[config.mk]
export PLATFORM = sky130hd
export DESIGN_NAME = mem_wb_register_flat
export DESIGN_NICKNAME = d
export VERILOG_FILES = /design/src/rtl/pipeline_pkg.sv /design/src/rtl/mem_wb_register_if.sv /design/src/rtl/mem_wb_register_pipe_reg.sv /design/src/rtl/mem_wb_register.sv /design/src/flat_wrapper.sv
export SDC_FILE = /design/constraint.sdc
export NUM_CORES = 1
export LEC_CHECK = 0
export BUFFER_PORTS_ARGS = -buffer_cell sky130_fd_sc_hd__buf_2
export CAP_MARGIN = 20
export CORE_UTILIZATION = 25
export DETAILED_ROUTE_END_ITERATION = 10
export PLACE_DENSITY = 0.5
export SLEW_MARGIN = 20
export SYNTH_ARGS = -nofsm -noshare
export SYNTH_HDL_FRONTEND = slang
export SYNTH_HIERARCHICAL = 1
export SYNTH_SLANG_ARGS = --single-unit
[constraint.sdc]
create_clock -name clk -period 0.8 [get_ports clk]
set_clock_uncertainty 0.1 [all_clocks]
set_input_delay 0 -clock clk [delete_from_list [all_inputs] [get_ports clk]]
set_output_delay 0 -clock clk [all_outputs]
set_load 0.005 [all_outputs]
[src/rtl/pipeline_pkg.sv]
// Shared pipeline definitions: datapath width, WB write-data select codes and
// the packed MEM/WB payload that travels between the two stages.
package pipeline_pkg;

  localparam int XLEN = 32;

  typedef enum logic [2:0] {
    WD_NONE = 3'b000,
    WD_LOAD = 3'b001,
    WD_ALU  = 3'b010,
    WD_CSR  = 3'b011,
    WD_PC4  = 3'b100,
    WD_IMM  = 3'b101
  } wd_sel_e;

  // Field order is fixed; the register stage treats it as one opaque bus.
  typedef struct packed {
    logic [XLEN-1:0] pc_plus_4;
    logic [2:0]      wd_sel;
    logic [XLEN-1:0] imm;
    logic [XLEN-1:0] csr_read_data;
    logic [XLEN-1:0] alu_result;
    logic            reg_we;
    logic            csr_we;
    logic [4:0]      rd;
    logic [XLEN-1:0] be_data;
  } mem_wb_t;

  localparam int      MEM_WB_W = $bits(mem_wb_t);
  localparam mem_wb_t MEM_WB_NOP = '0;

endpackage

[src/rtl/mem_wb_register_if.sv]
// MEM->WB stage bundle. The stall signal exists only when MEM_WB_STALL_EN is
// defined.
interface mem_wb_register_if;
  import pipeline_pkg::*;

  logic            flush;
`ifdef MEM_WB_STALL_EN
  logic            stall;
`endif
  logic [XLEN-1:0] MEM_pc_plus_4;
  logic [2:0]      MEM_register_file_write_data_select;
  logic [XLEN-1:0] MEM_imm;
  logic [XLEN-1:0] MEM_csr_read_data;
  logic [XLEN-1:0] MEM_alu_result;
  logic            MEM_register_write_enable;
  logic            MEM_csr_write_enable;
  logic [4:0]      MEM_rd;
  logic [XLEN-1:0] MEM_byte_enable_logic_register_file_write_data;

  logic [XLEN-1:0] WB_pc_plus_4;
  logic [2:0]      WB_register_file_write_data_select;
  logic [XLEN-1:0] WB_imm;
  logic [XLEN-1:0] WB_csr_read_data;
  logic [XLEN-1:0] WB_alu_result;
  logic            WB_register_write_enable;
  logic            WB_csr_write_enable;
  logic [4:0]      WB_rd;
  logic [XLEN-1:0] WB_byte_enable_logic_register_file_write_data;

  modport master (
    output flush,
`ifdef MEM_WB_STALL_EN
    output stall,
`endif
    output MEM_pc_plus_4, MEM_register_file_write_data_select, MEM_imm,
           MEM_csr_read_data, MEM_alu_result, MEM_register_write_enable,
           MEM_csr_write_enable, MEM_rd,
           MEM_byte_enable_logic_register_file_write_data,
    input  WB_pc_plus_4, WB_register_file_write_data_select, WB_imm,
           WB_csr_read_data, WB_alu_result, WB_register_write_enable,
           WB_csr_write_enable, WB_rd,
           WB_byte_enable_logic_register_file_write_data
  );

  modport slave (
    input  flush,
`ifdef MEM_WB_STALL_EN
    input  stall,
`endif
    input  MEM_pc_plus_4, MEM_register_file_write_data_select, MEM_imm,
           MEM_csr_read_data, MEM_alu_result, MEM_register_write_enable,
           MEM_csr_write_enable, MEM_rd,
           MEM_byte_enable_logic_register_file_write_data,
    output WB_pc_plus_4, WB_register_file_write_data_select, WB_imm,
           WB_csr_read_data, WB_alu_result, WB_register_write_enable,
           WB_csr_write_enable, WB_rd,
           WB_byte_enable_logic_register_file_write_data
  );

endinterface

[src/rtl/mem_wb_register_pipe_reg.sv]
// Generic pipeline flop: async active-low clear, sync flush-to-zero, then hold,
// then load.
module pipe_reg #(
  parameter int W = 1
) (
  input  logic         clk,
  input  logic         reset,
  input  logic         i_flush,
  input  logic         i_hold,
  input  logic [W-1:0] i_d,
  output logic [W-1:0] o_q
);

  logic [W-1:0] r_q;

  always_ff @(posedge clk or negedge reset) begin
    if (!reset)       r_q <= '0;
    else if (i_flush) r_q <= '0;
    else if (!i_hold) r_q <= i_d;
  end

  assign o_q = r_q;

endmodule

[src/rtl/mem_wb_register.sv]
// MEM/WB pipeline register of the RV32I core. All fields share one flop bus;
// flush yields an all-zero NOP. Define MEM_WB_STALL_EN to add stall/hold.
module mem_wb_register
  import pipeline_pkg::*;
(
  input  logic               clk,
  input  logic               reset,
  mem_wb_register_if.slave   bus
);

  mem_wb_t w_mem;
  mem_wb_t w_wb;
  logic    w_hold;

  always_comb begin
    w_mem               = MEM_WB_NOP;
    w_mem.pc_plus_4     = bus.MEM_pc_plus_4;
    w_mem.wd_sel        = bus.MEM_register_file_write_data_select;
    w_mem.imm           = bus.MEM_imm;
    w_mem.csr_read_data = bus.MEM_csr_read_data;
    w_mem.alu_result    = bus.MEM_alu_result;
    w_mem.reg_we        = bus.MEM_register_write_enable;
    w_mem.csr_we        = bus.MEM_csr_write_enable;
    w_mem.rd            = bus.MEM_rd;
    w_mem.be_data       = bus.MEM_byte_enable_logic_register_file_write_data;
  end

`ifdef MEM_WB_STALL_EN
  assign w_hold = bus.stall;
`else
  assign w_hold = 1'b0;
`endif

  pipe_reg #(.W(MEM_WB_W)) u_reg (
    .clk     (clk),
    .reset   (reset),
    .i_flush (bus.flush),
    .i_hold  (w_hold),
    .i_d     (w_mem),
    .o_q     (w_wb)
  );

  assign bus.WB_pc_plus_4                                  = w_wb.pc_plus_4;
  assign bus.WB_register_file_write_data_select            = w_wb.wd_sel;
  assign bus.WB_imm                                        = w_wb.imm;
  assign bus.WB_csr_read_data                              = w_wb.csr_read_data;
  assign bus.WB_alu_result                                 = w_wb.alu_result;
  assign bus.WB_register_write_enable                      = w_wb.reg_we;
  assign bus.WB_csr_write_enable                           = w_wb.csr_we;
  assign bus.WB_rd                                         = w_wb.rd;
  assign bus.WB_byte_enable_logic_register_file_write_data = w_wb.be_data;

endmodule

[src/flat_wrapper.sv]
// flat-port wrapper written by rule: the top's interface ports become plain ports
module mem_wb_register_flat import pipeline_pkg::*;
  (clk, reset, bus_flush, bus_MEM_pc_plus_4, bus_MEM_register_file_write_data_select, bus_MEM_imm, bus_MEM_csr_read_data, bus_MEM_alu_result, bus_MEM_register_write_enable, bus_MEM_csr_write_enable, bus_MEM_rd, bus_MEM_byte_enable_logic_register_file_write_data, bus_WB_pc_plus_4, bus_WB_register_file_write_data_select, bus_WB_imm, bus_WB_csr_read_data, bus_WB_alu_result, bus_WB_register_write_enable, bus_WB_csr_write_enable, bus_WB_rd, bus_WB_byte_enable_logic_register_file_write_data);
  mem_wb_register_if bus_i ();
  input  logic clk;
  input  logic reset;
  input wire logic [$bits(bus_i.flush)-1:0] bus_flush;
  input wire logic [$bits(bus_i.MEM_pc_plus_4)-1:0] bus_MEM_pc_plus_4;
  input wire logic [$bits(bus_i.MEM_register_file_write_data_select)-1:0] bus_MEM_register_file_write_data_select;
  input wire logic [$bits(bus_i.MEM_imm)-1:0] bus_MEM_imm;
  input wire logic [$bits(bus_i.MEM_csr_read_data)-1:0] bus_MEM_csr_read_data;
  input wire logic [$bits(bus_i.MEM_alu_result)-1:0] bus_MEM_alu_result;
  input wire logic [$bits(bus_i.MEM_register_write_enable)-1:0] bus_MEM_register_write_enable;
  input wire logic [$bits(bus_i.MEM_csr_write_enable)-1:0] bus_MEM_csr_write_enable;
  input wire logic [$bits(bus_i.MEM_rd)-1:0] bus_MEM_rd;
  input wire logic [$bits(bus_i.MEM_byte_enable_logic_register_file_write_data)-1:0] bus_MEM_byte_enable_logic_register_file_write_data;
  output wire logic [$bits(bus_i.WB_pc_plus_4)-1:0] bus_WB_pc_plus_4;
  output wire logic [$bits(bus_i.WB_register_file_write_data_select)-1:0] bus_WB_register_file_write_data_select;
  output wire logic [$bits(bus_i.WB_imm)-1:0] bus_WB_imm;
  output wire logic [$bits(bus_i.WB_csr_read_data)-1:0] bus_WB_csr_read_data;
  output wire logic [$bits(bus_i.WB_alu_result)-1:0] bus_WB_alu_result;
  output wire logic [$bits(bus_i.WB_register_write_enable)-1:0] bus_WB_register_write_enable;
  output wire logic [$bits(bus_i.WB_csr_write_enable)-1:0] bus_WB_csr_write_enable;
  output wire logic [$bits(bus_i.WB_rd)-1:0] bus_WB_rd;
  output wire logic [$bits(bus_i.WB_byte_enable_logic_register_file_write_data)-1:0] bus_WB_byte_enable_logic_register_file_write_data;
  assign bus_i.flush = bus_flush;
  assign bus_i.MEM_pc_plus_4 = bus_MEM_pc_plus_4;
  assign bus_i.MEM_register_file_write_data_select = bus_MEM_register_file_write_data_select;
  assign bus_i.MEM_imm = bus_MEM_imm;
  assign bus_i.MEM_csr_read_data = bus_MEM_csr_read_data;
  assign bus_i.MEM_alu_result = bus_MEM_alu_result;
  assign bus_i.MEM_register_write_enable = bus_MEM_register_write_enable;
  assign bus_i.MEM_csr_write_enable = bus_MEM_csr_write_enable;
  assign bus_i.MEM_rd = bus_MEM_rd;
  assign bus_i.MEM_byte_enable_logic_register_file_write_data = bus_MEM_byte_enable_logic_register_file_write_data;
  assign bus_WB_pc_plus_4 = bus_i.WB_pc_plus_4;
  assign bus_WB_register_file_write_data_select = bus_i.WB_register_file_write_data_select;
  assign bus_WB_imm = bus_i.WB_imm;
  assign bus_WB_csr_read_data = bus_i.WB_csr_read_data;
  assign bus_WB_alu_result = bus_i.WB_alu_result;
  assign bus_WB_register_write_enable = bus_i.WB_register_write_enable;
  assign bus_WB_csr_write_enable = bus_i.WB_csr_write_enable;
  assign bus_WB_rd = bus_i.WB_rd;
  assign bus_WB_byte_enable_logic_register_file_write_data = bus_i.WB_byte_enable_logic_register_file_write_data;
  mem_wb_register u_core (.clk(clk), .reset(reset), .bus(bus_i));
endmodule
==> reports/metrics.cfg <==
[setup_path]
criticalPathCategory = reg2out
critical_path.slowest_cell = dfrtp_1
cp.required_ns = 0.70
cp_cell_sequence = buf_2
arrival_ns = 0.99
cp-start-kind = flip-flop
crit_family = flip-flops
slowest_delay_ns = 0.42
path_max_fanout = 2
setup.worst_path.end_class = output pin
crit_buf_inv = 1

[route]
detail-route-antenna-nets = 0
drt-wirelength-per-cell_um = 14.2
vias = 6216
via_per_inst = 4.08
route.detailed.drc = 0
routed_wl_mm = 21.6
dr.pass1.iters = 4
drt_first_iter_violations = 229

[final_layout]
area_delta_synth_final_pct = 72.7
most-common-layout-cells = 332 x buf_2, 172 x dlygate4sd3_1, 170 x mux2i_1, 170 x nor2_1, 170 x dfrtp_1
layout_commonest_cell = buf_2
drive_gt1_share_pct = 40.5
diodes = 0
final_cell_count_no_fill = 1524
largest_reg_flops = 170
fin_nets = 1312
fin_area_um2 = 12000

[timing]
fmax_ghz = 0.919
slew_viol_final = 0
setup_viol = 338
min_period_over_period_pct = 136
grt_setup_unrepaired = true
finalWorstSetupSlack_ns = -0.288
hold_ws_ns = -0.110
fin_crit_ns = 1.09
hold_viol = 10

[clock_tree]
cts_tree = done
htreeDepth = 4
root_buffer = clkbuf_16
cts_buffers = 17
path_clk_slew_ns = 0.07
cts.sinks = 170
clockBufferDepth = 2

[floorplan]
dieHeight_um = 169
io_pins = 343
rows = 60
start_util_pct = 25.6
core_um2 = 27100
fp.dieW_um = 169
die_area_um2 = 28500

[outcome]
violations = negative hold slack, negative setup slack
outcome = finished, violations left

[power]
ir_drop_uv = 1010
p_int_mw = 15.9
power_frac_clock_pct = 39.8
switching_share_pct = 25.8
p_per_area_nw_per_um2 = 1780
pwr-share-seq_pct = 43.7
power_frac_comb_pct = 16.5
netSwitchingPower_mw = 5.52
power.leakage_nw = 6.67

[place]
io_buffers = 342
placed_cell_area_um2 = 9150
dp_hpwl_mm = 13.6
gp_congestion = 0.732
placed_cells = 1255

[synth]
syn_area_um2 = 6950
synthTopCellsByArea = dfrtp_1 61%, mux2i_1 24%, nor2_1 9.2%, buf_12 2.9%, buf_4 0.86%
synth_top_cell_by_area = dfrtp_1
netlist.area_leader.share_pct = 61.2
yosys_warnings = 6
avgSynthCellArea_um2 = 12.7
synthDistinctLibCells = 10
ys_seq_area_share_pct = 61.2
synth_seq_cells = 170
synth_nets = 722
netlist_instances = 549

[global_routing]
grt_pass1_wl_mm = 33.3
grt_max_degree = 171
grt_pass1_vias = 6533
grt.overflow.total = 0
grt_antenna_before_repair = 0
gr-usage-all-layers_pct = 14.8

[hold_path]
hp-class = in2async

[run]
maxCapViolCount = 0

==> per-layer routing <==
layer / track usage, % / up-vias / wire [µm]
met5: 0 / - / 0
met4: 3.60 / 0 / 219
met3: 5.05 / 13 / 1650
met2: 25.3 / 248 / 10500
met1: 17.7 / 2962 / 9270
li1: - / 2993 / -
==> logic make-up (layout without fill, tap and decap cells) <==
kind of cell	count (synthesis)	after routing	synth area share, %
flip-flops	170	170	61.2
other	1	1	0.0540
AND/OR/NAND/NOR	170	170	9.19
buffers and inverters	38	641	5.03
multiplexers	170	170	24.5
==> cell usage after synthesis <==
| cell type | instances |
|---|---|
| mux2i_1 | 170 |
| nor2_1 | 170 |
| dfrtp_1 | 170 |
| conb_1 | 1 |
| buf_2 | 2 |
| buf_4 | 8 |
| clkbuf_1 | 14 |
| buf_8 | 1 |
| buf_12 | 10 |
| buf_1 | 3 |
==> metrics by stage <==
step	util (%)	total power, mW	TNS (ns)	setup WS, ns
final	44.3	21.4	-73.76	-0.288
after global routing	44.3	22.4	-85.92	-0.327
after CTS	42.8	21.4	-75.62	-0.326
after detailed placement	33.7	12.0	0	0.0256
after global placement	33.7	12.0	0	0.0459
after floorplan	-	10.7	-5.54	-0.0792
==> power groups by stage <==
| stage | registers, mW | clock network (mW) | logic (mW) |
|---|---|---|---|
| floorplan | 9.52 | 0 | 1.17 |
| global placement | 9.48 | 0 | 2.54 |
| detailed placement | 9.48 | 0 | 2.55 |
| CTS | 9.33 | 8.82 | 3.29 |
| global route | 9.38 | 9.15 | 3.88 |
| finish | 9.34 | 8.51 | 3.53 |
==> what timing repair did <==
action                                 CTS  global route
setup buffers                           15            50
gates resized for setup                  6             4
endpoints found under the hold margin  340            23
hold buffers                           172             1
setup endpoints to repair              170           338
==> worst max-delay path by stage <==
stage,to,start,cells after the start,slack (ns)
after floorplan,u_core/u_reg/o_q[100],bus_flush,4,-0.08
after global placement,u_core/u_reg/o_q[76],bus_flush,4,0.05
after detailed placement,u_core/u_reg/o_q[72],bus_flush,4,0.03
after CTS,bus_WB_byte_enable_logic_register_file_write_data[26],u_core/u_reg/o_q[26],1,-0.33
after global routing,bus_WB_byte_enable_logic_register_file_write_data[26],u_core/u_reg/o_q[26],1,-0.33
final,bus_WB_byte_enable_logic_register_file_write_data[26],u_core/u_reg/o_q[26],1,-0.29
==> cell type report <==
class	count	area (µm²)
Clock buffer	19	433
Clock inverter	13	156
Fill cell	2544	15100
Multi-Input combinational cell	341	2340
Sequential cell	170	4250
Tap cell	372	465
Timing Repair Buffer	609	4340
Note: power is estimated with default switching activity, not from simulation.
